## config.mk

```make
export PLATFORM = sky130hd
export DESIGN_NAME = main_fsm
export DESIGN_NICKNAME = d
export VERILOG_FILES = /design/src/rtl/main_fsm.sv
export SDC_FILE = /design/constraint.sdc
export NUM_CORES = 1
export LEC_CHECK = 0
export ABC_AREA = 1
export BUFFER_PORTS_ARGS = -buffer_cell sky130_fd_sc_hd__buf_4
export CORE_MARGIN = 4
export CORE_UTILIZATION = 46
export CTS_BUF_LIST = sky130_fd_sc_hd__clkbuf_4
export DETAILED_ROUTE_END_ITERATION = 6
export PLACE_DENSITY_LB_ADDON = 0.15
export SLEW_MARGIN = 20
export SYNTH_ARGS = -nofsm -noshare
export SYNTH_HDL_FRONTEND = slang
export SYNTH_SLANG_ARGS = --single-unit
```

## constraint.sdc

```tcl
create_clock -name clk -period 1.6 [get_ports clk]
set_input_delay 0.16 -clock clk [delete_from_list [all_inputs] [get_ports clk]]
set_output_delay 0.16 -clock clk [all_outputs]
set_load 0.005 [all_outputs]
```

## src/rtl/main_fsm.sv

```systemverilog
// Multicycle processor control FSM: Moore-style decode of the state register into
// datapath write enables, mux selects and ALU control, with an en-driven stall.
module main_fsm (
    input  logic       clk,
    input  logic       reset,
    input  logic [5:0] op,
    input  logic       en,
    output logic       pcwrite,
    output logic       irwrite,
    output logic       regwrite,
    output logic       memwrite,
    output logic       branch,
    output logic       branchne,
    output logic       iord,
    output logic       memtoreg,
    output logic       regdst,
    output logic       alusrca,
    output logic [1:0] alusrcb,
    output logic [1:0] pcsrc,
    output logic       zeroext,
    output logic [2:0] aluop,
    output logic       illegal,
    output logic [3:0] state
);

    typedef enum logic [3:0] {
        S_FETCH   = 4'd0,
        S_DECODE  = 4'd1,
        S_MEMADR  = 4'd2,
        S_MEMRD   = 4'd3,
        S_MEMWB   = 4'd4,
        S_MEMWR   = 4'd5,
        S_RTYPEEX = 4'd6,
        S_RTYPEWB = 4'd7,
        S_BEQEX   = 4'd8,
        S_ADDIEX  = 4'd9,
        S_ITYPEWB = 4'd10,
        S_JEX     = 4'd11,
        S_BNEEX   = 4'd12,
        S_ANDIEX  = 4'd13,
        S_ORIEX   = 4'd14,
        S_UNUSED  = 4'd15
    } state_t;

    localparam logic [5:0] OP_LW   = 6'b100011;
    localparam logic [5:0] OP_SW   = 6'b101011;
    localparam logic [5:0] OP_RTYPE = 6'b000000;
    localparam logic [5:0] OP_BEQ  = 6'b000100;
    localparam logic [5:0] OP_BNE  = 6'b000101;
    localparam logic [5:0] OP_ADDI = 6'b001000;
    localparam logic [5:0] OP_ANDI = 6'b001100;
    localparam logic [5:0] OP_ORI  = 6'b001101;
    localparam logic [5:0] OP_J    = 6'b000010;

    state_t state_q, state_d;

    always_ff @(posedge clk or negedge reset) begin
        if (!reset) begin
            state_q <= S_FETCH;
        end else if (en) begin
            state_q <= state_d;
        end
    end

    always_comb begin
        state_d = S_FETCH;
        case (state_q)
            S_FETCH:   state_d = S_DECODE;
            S_DECODE: begin
                case (op)
                    OP_LW, OP_SW: state_d = S_MEMADR;
                    OP_RTYPE:     state_d = S_RTYPEEX;
                    OP_BEQ:       state_d = S_BEQEX;
                    OP_BNE:       state_d = S_BNEEX;
                    OP_ADDI:      state_d = S_ADDIEX;
                    OP_ANDI:      state_d = S_ANDIEX;
                    OP_ORI:       state_d = S_ORIEX;
                    OP_J:         state_d = S_JEX;
                    default:      state_d = S_FETCH;
                endcase
            end
            S_MEMADR:  state_d = (op == OP_LW) ? S_MEMRD : S_MEMWR;
            S_MEMRD:   state_d = S_MEMWB;
            S_RTYPEEX: state_d = S_RTYPEWB;
            S_ADDIEX,
            S_ANDIEX,
            S_ORIEX:   state_d = S_ITYPEWB;
            default:   state_d = S_FETCH;
        endcase
    end

    always_comb begin
        pcwrite  = 1'b0;
        irwrite  = 1'b0;
        regwrite = 1'b0;
        memwrite = 1'b0;
        branch   = 1'b0;
        branchne = 1'b0;
        iord     = 1'b0;
        memtoreg = 1'b0;
        regdst   = 1'b0;
        alusrca  = 1'b0;
        alusrcb  = 2'b00;
        pcsrc    = 2'b00;
        zeroext  = 1'b0;
        aluop    = 3'b000;
        illegal  = 1'b0;
        case (state_q)
            S_FETCH: begin
                irwrite = 1'b1;
                pcwrite = 1'b1;
                alusrcb = 2'b01;
            end
            S_DECODE: begin
                alusrcb = 2'b11;
                // illegal is the one output that looks at op directly
                case (op)
                    OP_LW, OP_SW, OP_RTYPE, OP_BEQ, OP_BNE,
                    OP_ADDI, OP_ANDI, OP_ORI, OP_J: illegal = 1'b0;
                    default:                        illegal = 1'b1;
                endcase
            end
            S_MEMADR, S_ADDIEX: begin
                alusrca = 1'b1;
                alusrcb = 2'b10;
            end
            S_MEMRD: iord = 1'b1;
            S_MEMWR: begin
                iord     = 1'b1;
                memwrite = 1'b1;
            end
            S_MEMWB: begin
                memtoreg = 1'b1;
                regwrite = 1'b1;
            end
            S_RTYPEEX: begin
                alusrca = 1'b1;
                aluop   = 3'b010;
            end
            S_RTYPEWB: begin
                regdst   = 1'b1;
                regwrite = 1'b1;
            end
            S_ITYPEWB: regwrite = 1'b1;
            S_BEQEX: begin
                alusrca = 1'b1;
                aluop   = 3'b001;
                pcsrc   = 2'b01;
                branch  = 1'b1;
            end
            S_BNEEX: begin
                alusrca  = 1'b1;
                aluop    = 3'b001;
                pcsrc    = 2'b01;
                branchne = 1'b1;
            end
            S_ANDIEX, S_ORIEX: begin
                alusrca = 1'b1;
                alusrcb = 2'b10;
                zeroext = 1'b1;
                aluop   = (state_q == S_ANDIEX) ? 3'b100 : 3'b011;
            end
            S_JEX: begin
                pcsrc   = 2'b10;
                pcwrite = 1'b1;
            end
            default: ;
        endcase

        // A stall suppresses every side effect but keeps the datapath steering stable
        if (!en) begin
            pcwrite  = 1'b0;
            irwrite  = 1'b0;
            regwrite = 1'b0;
            memwrite = 1'b0;
            branch   = 1'b0;
            branchne = 1'b0;
            illegal  = 1'b0;
        end

        if (!reset) begin
            pcwrite  = 1'b0;
            irwrite  = 1'b0;
            regwrite = 1'b0;
            memwrite = 1'b0;
            branch   = 1'b0;
            branchne = 1'b0;
            iord     = 1'b0;
            memtoreg = 1'b0;
            regdst   = 1'b0;
            alusrca  = 1'b0;
            alusrcb  = 2'b00;
            pcsrc    = 2'b00;
            zeroext  = 1'b0;
            aluop    = 3'b000;
            illegal  = 1'b0;
        end
    end

    assign state = state_q;

endmodule

```

==> tab_implementation.tex, run 1 <==
\begin{tabular}{lr}
\hline
Metric & Value \\
\hline
\multicolumn{2}{l}{\textbf{Status}} \\
\quad Run status & complete, but fails checks \\
\quad Violations in the final reports & negative setup slack \\
\multicolumn{2}{l}{\textbf{Power}} \\
\quad Leakage & 0.578 nW \\
\quad Cell Pwr Density & 1050 mW/mm\^{}2 \\
\quad Worst IR drop on VDD & 0.900 mV \\
\multicolumn{2}{l}{\textbf{STA}} \\
\quad Period utilization & 104\% \\
\quad Worst rel slew slack & 77.0\% \\
\quad Max Clock Skew & 0.00379 ns \\
\quad Final number of hold-violating endpoints & 0 \\
\quad Post-Route Hold Slack & 0.171 ns \\
\quad Final setup violation count & 2 \\
\quad RSZ-0062 raised after global routing & yes \\
\quad Minimum clock period & 1.67 ns \\
\quad Accumulated negative setup slack & -0.111 ns \\
\quad Actual transition at the worst max-transition pin & 0.345 ns \\
\quad Achievable clock frequency & 600 MHz \\
\quad Least setup slack across all paths after layout & -0.0656 ns \\
\quad Max Slew Vio Count & 0 \\
\multicolumn{2}{l}{\textbf{Cells and area}} \\
\quad Layout overhead on the synthesized area & 76.6\% \\
\quad ANT cells & 0 \\
\quad Finished Core Util & 91.9\% \\
\quad Final std cells w/o fill & 176 \\
\quad \# nets final & 173 \\
\quad Flip-flop count of the largest register after layout & 4 \\
\quad Fraction of final layout cells sized beyond drive strength 1 & 48.1\% \\
\quad Post-layout instance area & 0.00108 mm\^{}2 \\
\multicolumn{2}{l}{\textbf{Detailed routing}} \\
\quad Avg WL per Cell & 17.0 um \\
\quad Mean number of vias per cell & 6.11 \\
\quad Iter 0 DRT Violations & 86 \\
\quad Router iterations before antenna repair & 4 \\
\quad Remaining design rule violation count & 0 \\
\quad Via count & 1075 \\
\quad Final antenna-violating net count & 0 \\
\quad Total routed wirelength & 2990 um \\
\multicolumn{2}{l}{\textbf{Flow run}} \\
\quad Max-cap violations & 0 \\
\multicolumn{2}{l}{\textbf{Critical path}} \\
\quad CP Max Fanout & 3 \\
\quad Worst R2R Path Depth & 8 \\
\quad Element type at the critical path end & output pin \\
\quad Arrival time of the worst setup path & 1.51 ns \\
\quad Cell-by-cell listing of the critical path & nor2\_4 -> inv\_4 -> nor3\_4 -> nand3\_2 -> nor3\_2 -> buf\_4 \\
\quad Type of the worst setup path & reg -> out \\
\quad Critical path required time & 1.44 ns \\
\quad Crit-path slowest cell & sky130\_fd\_sc\_hd\_\_dfrtp\_1 \\
\quad Highest cell delay on the worst timing path & 0.43 ns \\
\quad Startpoint types & register \\
\multicolumn{2}{l}{\textbf{Synthesis}} \\
\quad Cell area after synthesis & 609 um\^{}2 \\
\quad Distinct cells, synth & 23 \\
\quad Count of warnings emitted by yosys & 0 \\
\quad Post-Synth Simple-Gate Area & 58.7\% \\
\quad XOR/XNOR Fraction of Synth Area & 0\% \\
\quad Proportion of synthesized area in mux cells & 0\% \\
\quad Net count after synthesis & 122 \\
\quad Proportion of synthesized chip area in sequential cells & 16.4\% \\
\quad Compound-cell area share of the yosys netlist & 13.1\% \\
\quad Number of instances in the synthesized netlist & 113 \\
\quad Combinational family with the most area after synthesis & simple AND/OR/NAND/NOR gates \\
\quad Synthesized area per cell & 5.39 um\^{}2 \\
\quad Adder-cell share of the synthesized area & 0\% \\
\quad Number of storage elements in the synthesis netlist & 4 \\
\multicolumn{2}{l}{\textbf{Worst hold path}} \\
\quad Path type of the worst min-delay path & in -> reg \\
\quad WHS Path Cells & 2 \\
\multicolumn{2}{l}{\textbf{Place}} \\
\quad Number of I/O port buffers & 31 \\
\quad Final Wtd Congestion & 0.850 \\
\quad Cell count after placement & 160 \\
\quad Placed Instance Area & 871 um\^{}2 \\
\quad Post-DP HPWL & 1490 um \\
\multicolumn{2}{l}{\textbf{GRT}} \\
\quad Met2 track utilization from global routing & 37.8\% \\
\quad Met1 track utilization from global routing & 25.5\% \\
\quad First-pass GRT wire length & 3290 um \\
\quad Met3 Use GR & 5.28\% \\
\quad Busiest metal layer after global routing & met2 \\
\quad GRT Resource Usage Total & 22.1\% \\
\quad Via count of the first global-routing pass & 766 \\
\quad Maximum number of pins on one net before global-route repair & 11 \\
\quad Congestion Overflow GR & 0 \\
\quad Number of antenna violations at the first check in global routing & 0 \\
\multicolumn{2}{l}{\textbf{Floorplanning}} \\
\quad Starting density of the core & 52.0\% \\
\quad Cell row count & 12 \\
\quad Core outline area & 0.00117 mm\^{}2 \\
\quad Die extent in y & 44.4 um \\
\quad Number of top-level pins & 32 \\
\quad Full die area & 0.00197 mm\^{}2 \\
\quad Die span in x & 44.4 um \\
\multicolumn{2}{l}{\textbf{Clock network}} \\
\quad Clock transition time at the flip-flop clock pins of the worst setup and hold paths & 0.04 ns \\
\quad Number of buffers created by CTS & 3 \\
\quad TritonCTS Sinks & 4 \\
\quad CTS H-Tree Depth & 1 \\
\quad Root buf cell & sky130\_fd\_sc\_hd\_\_clkbuf\_4 \\
\quad Maximum root-to-sink buffer count & 2 \\
\quad TritonCTS clock tree & yes \\
\quad Worst skew pair latency & 0.24 ns \\
\hline
\end{tabular}
[layout make-up]
type                       count  area [um^2]
clock buffer                   3         22.5
multi-input combinational     92          503
fill                          52         95.1
inverter                      16         67.6
tap                           14         17.5
timing repair buffer          47          363
sequential                     4          103
[per-layer routing]
layer | vias up | share of wire [%]
met5 | - | 0
met4 | 0 | 7.0
met3 | 35 | 12
met2 | 104 | 47
met1 | 471 | 33
li1 | 465 | -
[placed cells by master (no fill, tap or decap), drive strengths merged]
cell type and instances:
a211oi 2, a21o 1, a21oi 4, and3 1
buf 46, clkbuf 3, dfrtp 4, dlygate4sd3 1
inv 16, nand2 35, nand3 12, nand4 1
nor2 22, nor3 7, nor4 1, o21ai 5
o22ai 1
[per-stage QoR]
stage	total power [mW]	setup WS (ns)
after global routing	1.20	-0.0981
after CTS	0.839	0.00159
after detailed placement	0.697	0.233
after global placement	0.689	0.252
final	1.13	-0.0656
after floorplan	0.474	0.339
[synthesized netlist by cell type]
cell | count | share of area [%]
sky130_fd_sc_hd__nand2_2 | 1 | 1.0
sky130_fd_sc_hd__o21ai_1 | 2 | 1.6
sky130_fd_sc_hd__nor3_1 | 6 | 4.9
sky130_fd_sc_hd__nor2_1 | 18 | 11
sky130_fd_sc_hd__a21oi_1 | 4 | 3.3
sky130_fd_sc_hd__nand4_1 | 1 | 1.0
sky130_fd_sc_hd__nor4_1 | 1 | 1.0
sky130_fd_sc_hd__nand2_4 | 1 | 1.8
sky130_fd_sc_hd__o22ai_1 | 1 | 1.0
sky130_fd_sc_hd__a211oi_1 | 1 | 1.2
sky130_fd_sc_hd__nand2_1 | 33 | 20
sky130_fd_sc_hd__a211oi_2 | 1 | 2.1
sky130_fd_sc_hd__nor2_2 | 3 | 3.1
sky130_fd_sc_hd__buf_6 | 1 | 1.8
sky130_fd_sc_hd__nand3_1 | 12 | 9.9
sky130_fd_sc_hd__o21ai_0 | 3 | 2.5
sky130_fd_sc_hd__nor2_4 | 1 | 1.8
sky130_fd_sc_hd__and3_1 | 1 | 1.0
sky130_fd_sc_hd__dfrtp_1 | 4 | 16
sky130_fd_sc_hd__inv_1 | 10 | 6.2
sky130_fd_sc_hd__a21o_2 | 1 | 1.4
sky130_fd_sc_hd__inv_2 | 6 | 3.7
sky130_fd_sc_hd__nor3_2 | 1 | 1.6
[critical path: cells and delay by family, from the launching register on]
family                 cells  cell delay (ns)
and+or+nand+nor            4             0.64
buffers and inverters      2             0.19
DFF                        1             0.43
[path summary, 6_finish.rpt]
| path | from | to | slack [ns] |
|---|---|---|---|
| worst max-delay path | state[2] | illegal | -0.07 |
| worst min-delay path | en | state[0] | 0.17 |
| worst max register to register | state[1] | state[2] | 0.16 |
| worst min register to register | state[1] | state[1] | 0.57 |
| max in group asynchronous | reset | state[1] | 1.09 |
| min in group asynchronous | reset | state[3] | 0.32 |
[repair_timing]
action                                 4_1_cts  5_1_grt
pin swaps                                    0        5
endpoints found under the hold margin        4        0
buffers inserted                             0       12
hold buffers                                 1        0
setup endpoints to repair                    3        6
resized for setup                            4       19
[where the power goes]
group | internal [mW] | total, mW | switching [mW]
logic | 0.366 | 0.807 | 0.441
clock network | 0.0845 | 0.135 | 0.0501
registers | 0.132 | 0.191 | 0.0598
total | 0.582 | 1.13 | 0.550
[logic make-up after synthesis]
group / count (synthesis)
AO/OA/AOI/OAI: 13
AND/OR/NAND/NOR: 79
flip-flops: 4
buffers and inverters: 17
Power figures use the tool's default switching activity.
==> run 2: changes to the inputs <==
- SETUP_SLACK_MARGIN: not set -> 0.15
==> tab_implementation.tex, run 2 <==
\begin{tabular}{lr}
\hline
Metric & Value \\
\hline
\multicolumn{2}{l}{\textbf{Place}} \\
\quad Number of I/O port buffers & 31 \\
\quad Final Wtd Congestion & 0.850 \\
\quad Post-DP HPWL & 1490 um \\
\quad Placed Instance Area & 871 um\^{}2 \\
\multicolumn{2}{l}{\textbf{STA}} \\
\quad Kind of the worst endpoint & top-level output \\
\quad Endpoint pin with the least setup slack after global-route repair & illegal \\
\multicolumn{2}{l}{\textbf{Synthesis}} \\
\quad Proportion of synthesized chip area in sequential cells & 16.4\% \\
\quad Number of enable flip-flop cells after synthesis & 0 \\
\quad Cell types with the highest counts after synthesis & sky130\_fd\_sc\_hd\_\_nand2\_1 (33), sky130\_fd\_sc\_hd\_\_nor2\_1 (18), sky130\_fd\_sc\_hd\_\_nand3\_1 (12) \\
\quad Number of instances in the synthesized netlist & 113 \\
\quad Cell type contributing the most total cell area after synthesis & sky130\_fd\_sc\_hd\_\_nand2\_1 \\
\quad Cell area after synthesis & 609 um\^{}2 \\
\quad Fraction of registers with async set or reset after synthesis & 100\% \\
\quad Area contributors post-synth & sky130\_fd\_sc\_hd\_\_nand2\_1 (20\%), sky130\_fd\_sc\_hd\_\_dfrtp\_1 (16\%), sky130\_fd\_sc\_hd\_\_nor2\_1 (11\%) \\
\quad Ys flop type & sky130\_fd\_sc\_hd\_\_dfrtp\_1 \\
\quad Number of storage elements in the synthesis netlist & 4 \\
\quad Count of warnings emitted by yosys & 0 \\
\quad Net count after synthesis & 122 \\
\quad Synthesized area per cell & 5.39 um\^{}2 \\
\quad Distinct cells, synth & 23 \\
\quad Most used standard cell by instance count after synthesis & sky130\_fd\_sc\_hd\_\_nand2\_1 \\
\quad Area share of the largest cell type after synthesis & 20.3\% \\
\multicolumn{2}{l}{\textbf{Floorplanning}} \\
\quad Cell row count & 12 \\
\quad Starting density of the core & 52.0\% \\
\quad Die extent in y & 44.4 um \\
\quad Number of top-level pins & 32 \\
\quad Die span in x & 44.4 um \\
\multicolumn{2}{l}{\textbf{Clock network}} \\
\quad Maximum root-to-sink buffer count & 2 \\
\quad Number of buffers created by CTS & 3 \\
\quad TritonCTS Sinks & 4 \\
\quad CTS H-Tree Depth & 1 \\
\quad Root buf cell & sky130\_fd\_sc\_hd\_\_clkbuf\_4 \\
\multicolumn{2}{l}{\textbf{Status}} \\
\quad Error message & [ERROR DPL-0038] Utilization greater than 100\%, impossible to legalize \\
\quad Failing step & global routing (5\_1\_grt) \\
\quad Run status & stopped before the end \\
\multicolumn{2}{l}{\textbf{GRT}} \\
\quad Maximum number of pins on one net before global-route repair & 11 \\
\hline
\end{tabular}
[run 2: what timing repair did]
item | CTS
setup buffers | 15
setup endpoints to repair | 12
hold buffers | 1
hold endpoints to repair | 4
resized for setup | 21
pin swaps | 5
[run 2: per-stage QoR]
| step | hold WS (ns) | util, % | worst slack (ns) | std cells |
|---|---|---|---|---|
| 4_1_cts | 0.159 | 92.7 | 0.103 | 179 |
| 3_5_place_dp | -0.0259 | 74.4 | 0.233 | 160 |
| 3_3_place_gp | -0.0272 | 74.4 | 0.252 | 160 |
| 2_1_floorplan | -0.136 | - | 0.339 | 113 |
[run 2: logic make-up after synthesis]
family / Yosys count / share of synthesized area, %
buf+inv: 17 / 11.7
flops: 4 / 16.4
simple gates: 79 / 58.7
compound gates: 13 / 13.1
==> run 3: changes to the inputs <==
- CORE_AREA: not set -> 4 4 65 67
- CORE_MARGIN: 4 -> not set
- CORE_UTILIZATION: 46 -> not set
- CTS_BUF_LIST: sky130_fd_sc_hd__clkbuf_4 -> not set
- DIE_AREA: not set -> 0 0 69 71
- SETUP_SLACK_MARGIN: 0.15 -> not set
==> tab_implementation.tex, run 3 (synthesis gave the netlist of run 1 again) <==
\begin{tabular}{lr}
\hline
Metric & Value \\
\hline
\multicolumn{2}{l}{\textbf{STA}} \\
\quad Max Clock Skew & 0.00299 ns \\
\quad RSZ-0062 raised after global routing & yes \\
\quad Worst rel slew slack & 80.3\% \\
\quad Final number of hold-violating endpoints & 0 \\
\quad Least setup slack across all paths after layout & 0.0422 ns \\
\quad Final setup violation count & 0 \\
\quad Period utilization & 97.4\% \\
\quad Post-Route Hold Slack & 0.177 ns \\
\quad Max Slew Vio Count & 0 \\
\quad Achievable clock frequency & 642 MHz \\
\quad Minimum clock period & 1.56 ns \\
\quad Actual transition at the worst max-transition pin & 0.295 ns \\
\multicolumn{2}{l}{\textbf{Power}} \\
\quad Reported net switching power & 0.489 mW \\
\quad Part of the total power dissipated in combinational logic & 64.7\% \\
\quad Total power consumption of the routed design & 1.12 mW \\
\quad Sequential cell fraction of total power & 16.6\% \\
\quad Net switching share of the total power & 43.7\% \\
\quad Cell Pwr Density & 1010 mW/mm\^{}2 \\
\quad Share of power burned in the clock network & 18.7\% \\
\quad Internal power consumption & 0.629 mW \\
\quad Leakage & 0.581 nW \\
\quad Worst IR drop on VDD & 0.255 mV \\
\multicolumn{2}{l}{\textbf{Floorplanning}} \\
\quad Die span in x & 69 um \\
\quad Starting density of the core & 16.8\% \\
\quad Core outline area & 0.00363 mm\^{}2 \\
\quad Full die area & 0.00490 mm\^{}2 \\
\quad Die extent in y & 71 um \\
\quad Cell row count & 22 \\
\quad Number of top-level pins & 32 \\
\multicolumn{2}{l}{\textbf{GRT}} \\
\quad First-pass GRT wire length & 3900 um \\
\quad Maximum number of pins on one net before global-route repair & 11 \\
\quad Via count of the first global-routing pass & 830 \\
\quad Number of antenna violations at the first check in global routing & 0 \\
\quad GRT Resource Usage Total & 9.54\% \\
\quad Congestion Overflow GR & 0 \\
\multicolumn{2}{l}{\textbf{Cells and area}} \\
\quad Commonest non-fill, non-tap cells in the layout & sky130\_fd\_sc\_hd\_\_buf\_4 (38), sky130\_fd\_sc\_hd\_\_nand2\_1 (30), sky130\_fd\_sc\_hd\_\_nor2\_1 (16), sky130\_fd\_sc\_hd\_\_nand3\_1 (12), sky130\_fd\_sc\_hd\_\_inv\_1 (9) \\
\quad Area of the multi-input gates & 485 um\^{}2 \\
\quad Final std cells w/o fill & 206 \\
\quad Fill count & 420 \\
\quad Fraction of final layout cells sized beyond drive strength 1 & 44.9\% \\
\quad Layout overhead on the synthesized area & 81.7\% \\
\quad Sequential cell area & 103 um\^{}2 \\
\quad ANT cells & 0 \\
\quad Flip-flop count of the largest register after layout & 4 \\
\quad \# nets final & 169 \\
\quad Leading cell type in the layout, fill and taps excluded & sky130\_fd\_sc\_hd\_\_buf\_4 \\
\multicolumn{2}{l}{\textbf{Critical path}} \\
\quad CP Max Fanout & 5 \\
\quad Element type at the critical path end & output pin \\
\quad Critical path required time & 1.44 ns \\
\quad Arrival time of the worst setup path & 1.40 ns \\
\quad Type of the worst setup path & reg -> out \\
\quad Startpoint types & register \\
\multicolumn{2}{l}{\textbf{Detailed routing}} \\
\quad Mean number of vias per cell & 4.32 \\
\quad Via count & 890 \\
\quad Iter 0 DRT Violations & 35 \\
\quad Final antenna-violating net count & 0 \\
\quad Avg WL per Cell & 11.3 um \\
\quad Remaining design rule violation count & 0 \\
\quad Router iterations before antenna repair & 4 \\
\quad Total routed wirelength & 2330 um \\
\multicolumn{2}{l}{\textbf{Place}} \\
\quad Final Wtd Congestion & 0.848 \\
\quad Post-placement setup slack & 0.131 ns \\
\quad Post-DP HPWL & 1860 um \\
\quad Cell count after placement & 194 \\
\quad Number of I/O port buffers & 31 \\
\multicolumn{2}{l}{\textbf{Clock network}} \\
\quad Worst skew pair latency & 0.22 ns \\
\quad Maximum root-to-sink buffer count & 2 \\
\quad Clock transition time at the flip-flop clock pins of the worst setup and hold paths & 0.03 ns \\
\quad Number of buffers created by CTS & 3 \\
\quad TritonCTS Sinks & 4 \\
\quad Root buf cell & sky130\_fd\_sc\_hd\_\_clkbuf\_8 \\
\quad CTS H-Tree Depth & 1 \\
\quad TritonCTS clock tree & yes \\
\multicolumn{2}{l}{\textbf{Worst hold path}} \\
\quad Path type of the worst min-delay path & in -> reg \\
\multicolumn{2}{l}{\textbf{Flow run}} \\
\quad Max-cap violations & 0 \\
\multicolumn{2}{l}{\textbf{Status}} \\
\quad Run status & completed \\
\hline
\end{tabular}
run 3: cell type report:
class | count | area share [%]
multi-input cells | 92 | 43.8
repair buffers | 43 | 32.3
flip-flops and latches | 4 | 9.27
inverters | 16 | 5.42
well taps | 48 | 5.42
clock buffers | 3 | 3.73
run 3: worst paths after layout:
kind / start / end / slack [ns] / cells after the start
min in group asynchronous: reset / state[0] / 0.35 / 2
min reg2reg: state[1] / state[1] / 0.55 / 2
max in group asynchronous: reset / state[1] / 1.06 / 2
max reg2reg: state[0] / state[1] / 0.30 / 10
max: state[3] / regwrite / 0.04 / 8
min: en / state[0] / 0.18 / 2
run 3: timing repair:
action / in CTS / in global routing
endpoints found under the hold margin: 4 / 0
buffers inserted: 0 / 8
endpoints found under the setup margin: 3 / 5
hold buffers: 1 / 0
pin swaps: 0 / 3
gates resized for setup: 5 / 12
run 3: power by group through the flow:
stage / logic, mW / registers [mW] / clock network [mW]
after global placement: 0.549 / 0.172 / 0
after floorplan: 0.290 / 0.183 / 0
final: 0.724 / 0.186 / 0.209
after CTS: 0.556 / 0.180 / 0.213
after detailed placement: 0.542 / 0.175 / 0
after global routing: 0.799 / 0.190 / 0.222
run 3: critical path, stage by stage, from the launching register on:
cell and delay, ns:
sky130_fd_sc_hd__dfrtp_1 0.39, sky130_fd_sc_hd__buf_6 0.13, sky130_fd_sc_hd__inv_2 0.06, sky130_fd_sc_hd__nor2_4 0.11
sky130_fd_sc_hd__inv_2 0.04, sky130_fd_sc_hd__nand2_2 0.06, sky130_fd_sc_hd__nand2_2 0.05, sky130_fd_sc_hd__a211oi_2 0.19
sky130_fd_sc_hd__buf_4 0.14
run 3: routing by layer:
layer / vias up / global-route usage [%] / share of wire [%]
li1: 459 / - / -
met1: 392 / 12.9 / 48
met2: 33 / 14.3 / 44
met3: 6 / 2.56 / 7.1
met4: 0 / 3.90 / 1.7
met5: - / 0 / 0
run 3: per-stage QoR:
step	area, um^2	setup TNS, ns	utilization [%]
after global routing	1110	-0.0832	30.5
after global placement	913	0	25.1
after floorplan	609	0	-
after CTS	977	0	26.9
after detailed placement	913	0	25.1
final	1110	0	30.5
